**src/rtl/ifmap_window_sequencer.sv**
```systemverilog
// rtl/ifmap_window_sequencer.sv - walks (stride_step, i) over every filter window, gated by buffer fill level
module ifmap_window_sequencer #(
    parameter int FILTER_SIZE_WIDTH = 4,
    parameter int I_WIDTH           = 4,
    parameter int STRIDE_WIDTH      = 4,
    parameter int COUNT_WIDTH       = 8
) (
    input  logic                         clk,
    input  logic                         rst_n,
    input  logic                         start_i,
    input  logic [I_WIDTH-1:0]           filter_size_i,
    input  logic [FILTER_SIZE_WIDTH-1:0] num_windows_i,
    input  logic [STRIDE_WIDTH-1:0]      stride_i,
    input  logic [COUNT_WIDTH-1:0]       if_count_i,
    input  logic                         ready_i,
    output logic                         valid_o,
    output logic [FILTER_SIZE_WIDTH-1:0] stride_step_o,
    output logic [I_WIDTH-1:0]           i_o,
    output logic                         last_in_window_o,
    output logic                         release_o,
    output logic                         busy_o,
    output logic                         done_o
);
    localparam int PROD_W = FILTER_SIZE_WIDTH + STRIDE_WIDTH + 1;
    localparam int OFF_W  = (COUNT_WIDTH > PROD_W) ? COUNT_WIDTH : PROD_W;

    typedef enum logic [1:0] {ST_IDLE, ST_RUN, ST_DONE} state_e;

    state_e                         state_q, state_d;
    logic [FILTER_SIZE_WIDTH-1:0]   stride_step_q, stride_step_d;
    logic [I_WIDTH-1:0]             i_q, i_d;
    logic [I_WIDTH-1:0]             filter_size_q, filter_size_d;
    logic [FILTER_SIZE_WIDTH-1:0]   num_windows_q, num_windows_d;
    logic [STRIDE_WIDTH-1:0]        stride_q, stride_d;

    logic [OFF_W-1:0] step_ext, stride_ext, i_ext, count_ext, offset;
    logic             last_elem, last_window, avail;

    // Offset is measured from the current IF start, so it compares directly against the fill level.
    assign step_ext    = OFF_W'(stride_step_q);
    assign stride_ext  = OFF_W'(stride_q);
    assign i_ext       = OFF_W'(i_q);
    assign count_ext   = OFF_W'(if_count_i);
    assign offset      = step_ext * stride_ext + i_ext;
    assign avail       = offset < count_ext;
    assign last_elem   = (i_q == filter_size_q - I_WIDTH'(1));
    assign last_window = (stride_step_q == num_windows_q - FILTER_SIZE_WIDTH'(1));

    always_ff @(posedge clk or negedge rst_n) begin
        if (!rst_n) begin
            state_q       <= ST_IDLE;
            stride_step_q <= '0;
            i_q           <= '0;
            filter_size_q <= '0;
            num_windows_q <= '0;
            stride_q      <= '0;
        end else begin
            state_q       <= state_d;
            stride_step_q <= stride_step_d;
            i_q           <= i_d;
            filter_size_q <= filter_size_d;
            num_windows_q <= num_windows_d;
            stride_q      <= stride_d;
        end
    end

    always_comb begin
        state_d          = state_q;
        stride_step_d    = stride_step_q;
        i_d              = i_q;
        filter_size_d    = filter_size_q;
        num_windows_d    = num_windows_q;
        stride_d         = stride_q;
        valid_o          = 1'b0;
        last_in_window_o = 1'b0;
        release_o        = 1'b0;
        case (state_q)
            ST_IDLE: begin
                if (start_i) begin
                    filter_size_d = filter_size_i;
                    num_windows_d = num_windows_i;
                    stride_d      = stride_i;
                    stride_step_d = '0;
                    i_d           = '0;
                    state_d       = (filter_size_i == '0 || num_windows_i == '0) ? ST_DONE : ST_RUN;
                end
            end
            ST_RUN: begin
                valid_o          = avail;
                last_in_window_o = avail && last_elem;
                if (avail && ready_i) begin
                    if (!last_elem) begin
                        i_d = i_q + I_WIDTH'(1);
                    end else if (last_window) begin
                        // Final window is flushed by the buffer at pass end, so no release.
                        state_d = ST_DONE;
                    end else begin
                        i_d           = '0;
                        stride_step_d = stride_step_q + FILTER_SIZE_WIDTH'(1);
                        release_o     = 1'b1;
                    end
                end
            end
            ST_DONE: state_d = ST_IDLE;
            default: state_d = ST_IDLE;
        endcase
    end

    assign stride_step_o = stride_step_q;
    assign i_o           = i_q;
    assign busy_o        = (state_q != ST_IDLE);
    assign done_o        = (state_q == ST_DONE);
endmodule

```
**config.mk**
```make
export PLATFORM = sky130hd
export DESIGN_NAME = ifmap_window_sequencer
export DESIGN_NICKNAME = d
export VERILOG_FILES = /design/src/rtl/ifmap_window_sequencer.sv
export SDC_FILE = /design/constraint.sdc
export NUM_CORES = 1
export LEC_CHECK = 0
export BUFFER_PORTS_ARGS = -buffer_cell sky130_fd_sc_hd__buf_2
export CAP_MARGIN = 20
export CORE_ASPECT_RATIO = 1.4
export CORE_UTILIZATION = 45
export CTS_CLUSTER_SIZE = 25
export DETAILED_ROUTE_END_ITERATION = 8
export PLACE_DENSITY = 0.67
export SYNTH_ARGS = -nofsm -noshare
export SYNTH_HDL_FRONTEND = slang
export SYNTH_SLANG_ARGS = --single-unit
```
**constraint.sdc**
```tcl
create_clock -name clk -period 13.1 [get_ports clk]
set_input_delay 1.965 -clock clk [delete_from_list [all_inputs] [get_ports clk]]
set_output_delay 1.965 -clock clk [all_outputs]
set_load 0.01 [all_outputs]
```
==> metrics.md <==
| Metric | Value |
|---|---|
| CTS tree | `done` |
| GP Congestion | `0.8570` |
| Synth Register Bits | `22` |
| Crit path launch type | `flop` |
| Mapped cell area | `0.002128 mm2` |
| Row cnt | `29` |
| DRC errors left | `0` |
| Wire per inst | `13.19 um` |
| Final TNS setup | `0 ns` |
| Worst skew pair latency | `0.27 ns` |
| Die area | `0.005012 mm2` |
| DRT Pass-1 Iters | `4` |
| Critical Path AT | `4.93 ns` |
| P per Cell Area | `231.0 mW/mm2` |
| Worst hold path type | `flop to flop` |
| PostCTS Resize Cnt | `0` |
| Clock Path Buffers | `2` |
| Root buffer cell | `clkbuf_8` |
| WP data required | `~11 ns` |
| Post-synth ARST share | `100.0%` |
| Final Setup Violations | `0` |
| Die W | `60.12 um` |
| Remaining global-route overflow | `0` |
| Biggest area consumer among synthesized cells | `dfrtp_1` |
| Post-synth EDFFs | `0` |
| Vias per cell | `around 5.4` |
| Syn Inst Count | `225` |
| CP endpoint kind | `primary output` |
| Vias in the first global route | `1716` |
| Post-CTS Hold Buffers | `0` |
| Top-count cell post-synth | `inv_1` |
| Mapped Avg Cell Area | `9.459 um2` |
| Placed instance count | `317` |
| Synth Warn # | `0` |
| CTS H-tree depth | `1` |
| I/O pins | `37` |
| Gr usage total | `a little under a fifth` |
| Detail Placement HPWL | `roughly 3.5 mm` |
| Fillers | `424` |
| Rel. slew slack | `54.81%` |
| FF-to-FF path depth | `17` |
| Fin crit period | `6.890 ns` |
| Total Routed Length | `4.235 mm` |
| Post-synth top cells | `inv_1 (33), ha_1 (30), dfrtp_1 (22)` |
| Global-route wire length before repair | `about 7.3 mm` |
| Die Span Y | `83.37 um` |
| Clock skew | `0.002015 ns` |
| R2r setup slk | `7.82 ns` |
| Layout Cells excl Fill | `321` |
| Post-layout util | `between 50% and 60%` |
| Crit path from | `stride_step_o[0]` |
| Initial Util | `46.92%` |
| Fin. Hold Viols | `0` |
| Critical path class | `flop to primary output` |
| Count of different cell masters after synthesis | `47` |
| Proportion of layout cells with a drive suffix above 1 | `23.55%` |
| Max Clk Rate | `0.1451 GHz` |
| Peak supply drop | `138.1 uV` |
| Worst-Margin Slew | `0.6749 ns` |
| Status | `finished clean` |
| Ant diodes | `0` |
| CP max FO | `11` |
| Worst flop-to-flop path endpoint | `stride_step_o[0]` |
| Max-slew violations | `0` |
| Antenna Nets Post-Route | `0` |
| Postcts setup bufs | `0` |
| Initial DRC count | `26` |
| Vias | `1723` |
| RSZ-0062 raised after global routing | `no` |
| Total CTS buffers | `3` |
| PortBufs | `36` |
| Total power | `0.5557 mW` |
| Nets | `roughly 320` |
| MaxCap Viol Count | `0` |
| Clock-pin slew on the worst setup and hold paths | `0.08 ns` |
| CTS sink cnt | `22` |
| Period utilization | `a little over half` |
| Leakage | `1.261 nW` |
| FF-to-FF Start | `stride_step_o[0]` |
| Post-synth top flop | `dfrtp_1` |
| P&R area growth vs syn | `13.05%` |
| CP endpoint | `release_o` |
| Antenna violations before repair | `0` |
| Core box area | `0.004536 mm2` |
| Largest net degree at the start of global routing | `23` |
| Synth area leaders | `dfrtp_1 (26%), ha_1 (18%), fa_1 (6.6%)` |
| Post-synth net total | `286` |
| Sequential element share of the synthesized area | `25.87%` |
| Area share of the largest cell type after synthesis | `25.87%` |
==> how the worst min path moves through the flow <==
stage / from / end / slack [ns] / depth (start not counted)
6_report: num_windows_q[3] / num_windows_q[3] / 0.53 / 1
5_1_grt: state_q[1] / state_q[1] / 0.55 / 1
2_1_floorplan: state_q[1] / state_q[1] / 0.48 / 1
4_1_cts: state_q[1] / state_q[1] / 0.53 / 1
3_3_place_gp: filter_size_q[3] / filter_size_q[3] / 0.51 / 1
3_5_place_dp: state_q[1] / state_q[1] / 0.51 / 1
==> routing by layer <==
| layer | vias to the layer above | wire, um | global-route usage, % |
|---|---|---|---|
| met5 | - | 0 | 0 |
| met2 | 41 | 2296 | 34.47 |
| met3 | 5 | 121 | 1.869 |
| li1 | 849 | - | - |
| met4 | 0 | 50 | 5.074 |
| met1 | 828 | 1767 | 22.47 |
==> area by class of cell <==
type	instances	area (um2)	share of cell area [%]
multi-input cells	164	1419	58.97
well taps	62	77.57	3.224
flip-flops and latches	22	550.5	22.88
clock buffers	4	55.05	2.288
repair buffers	36	180.2	7.488
inverters	33	123.9	5.148
==> registers in the layout (all words and copies together) (netlist names) <==
| name | flops |
|---|---|
| state_q | 2 |
| filter_size_q | 4 |
| stride_q | 4 |
| stride_step_o | 4 |
| num_windows_q | 4 |
| i_o | 4 |
==> worst max-delay path, stage by stage (launching register included) <==
cell and delay (ns):
dfrtp_1 0.52, nand2_1 0.13, fa_1 0.51, fa_1 0.53
fa_1 0.52, inv_1 0.04, ha_1 0.33, o21ai_0 0.16
nor2_1 0.09, o22ai_1 0.17, xnor2_1 0.15, ha_1 0.26
a211oi_1 0.21, nand2_1 0.08, a31oi_1 0.23, o211ai_1 0.16
nor3_1 0.24, and3_2 0.21, buf_2 0.12
==> through the flow <==
step,cell area (um2),hold slack (ns),setup WS [ns]
final,2406,0.5317,6.210
after global routing,2406,0.5549,5.832
after CTS,2406,0.5260,6.154
after detailed placement,2351,0.5146,6.452
after global placement,2351,0.5127,6.567
after floorplan,2128,0.4807,6.710
==> layout by cell type (no fill, tap or decap), types with 5 or more instances in the layout <==
cell | netlist | layout
o21ai_0 | 8 | 8
nor4_1 | 6 | 6
and2_1 | 8 | 8
buf_2 | 2 | 36
nand2_1 | 18 | 18
dfrtp_1 | 22 | 22
a211oi_1 | 6 | 6
xnor2_1 | 9 | 9
inv_1 | 33 | 33
nor2_1 | 7 | 7
mux2_2 | 10 | 10
xor2_1 | 5 | 5
a21oi_1 | 5 | 5
fa_1 | 7 | 7
ha_1 | 30 | 30
==> cell families (layout without fill, tap and decap cells) <==
group                      after synthesis  after routing  share of synthesized area, %
and+or+nand+nor                         61             61                         15.64
AOI/OAI and AO/OA                       41             41                         14.70
buffers and inverters                   39             73                         7.466
adders and majority gates               37             37                         24.22
DFF                                     22             22                         25.87
xor gates and xnor gates                15             15                         6.820
muxes                                   10             10                         5.291
==> power by group <==
| group | internal (mW) | leakage [nW] | switching, mW |
|---|---|---|---|
| sequential | 0.0989 | 0.269 | 0.0438 |
| clock | 0.0268 | 0.0288 | 0.0230 |
| combinational | 0.167 | 0.963 | 0.196 |
| total | 0.293 | 1.26 | 0.263 |
No activity file was read; power rests on OpenSTA's default activity.
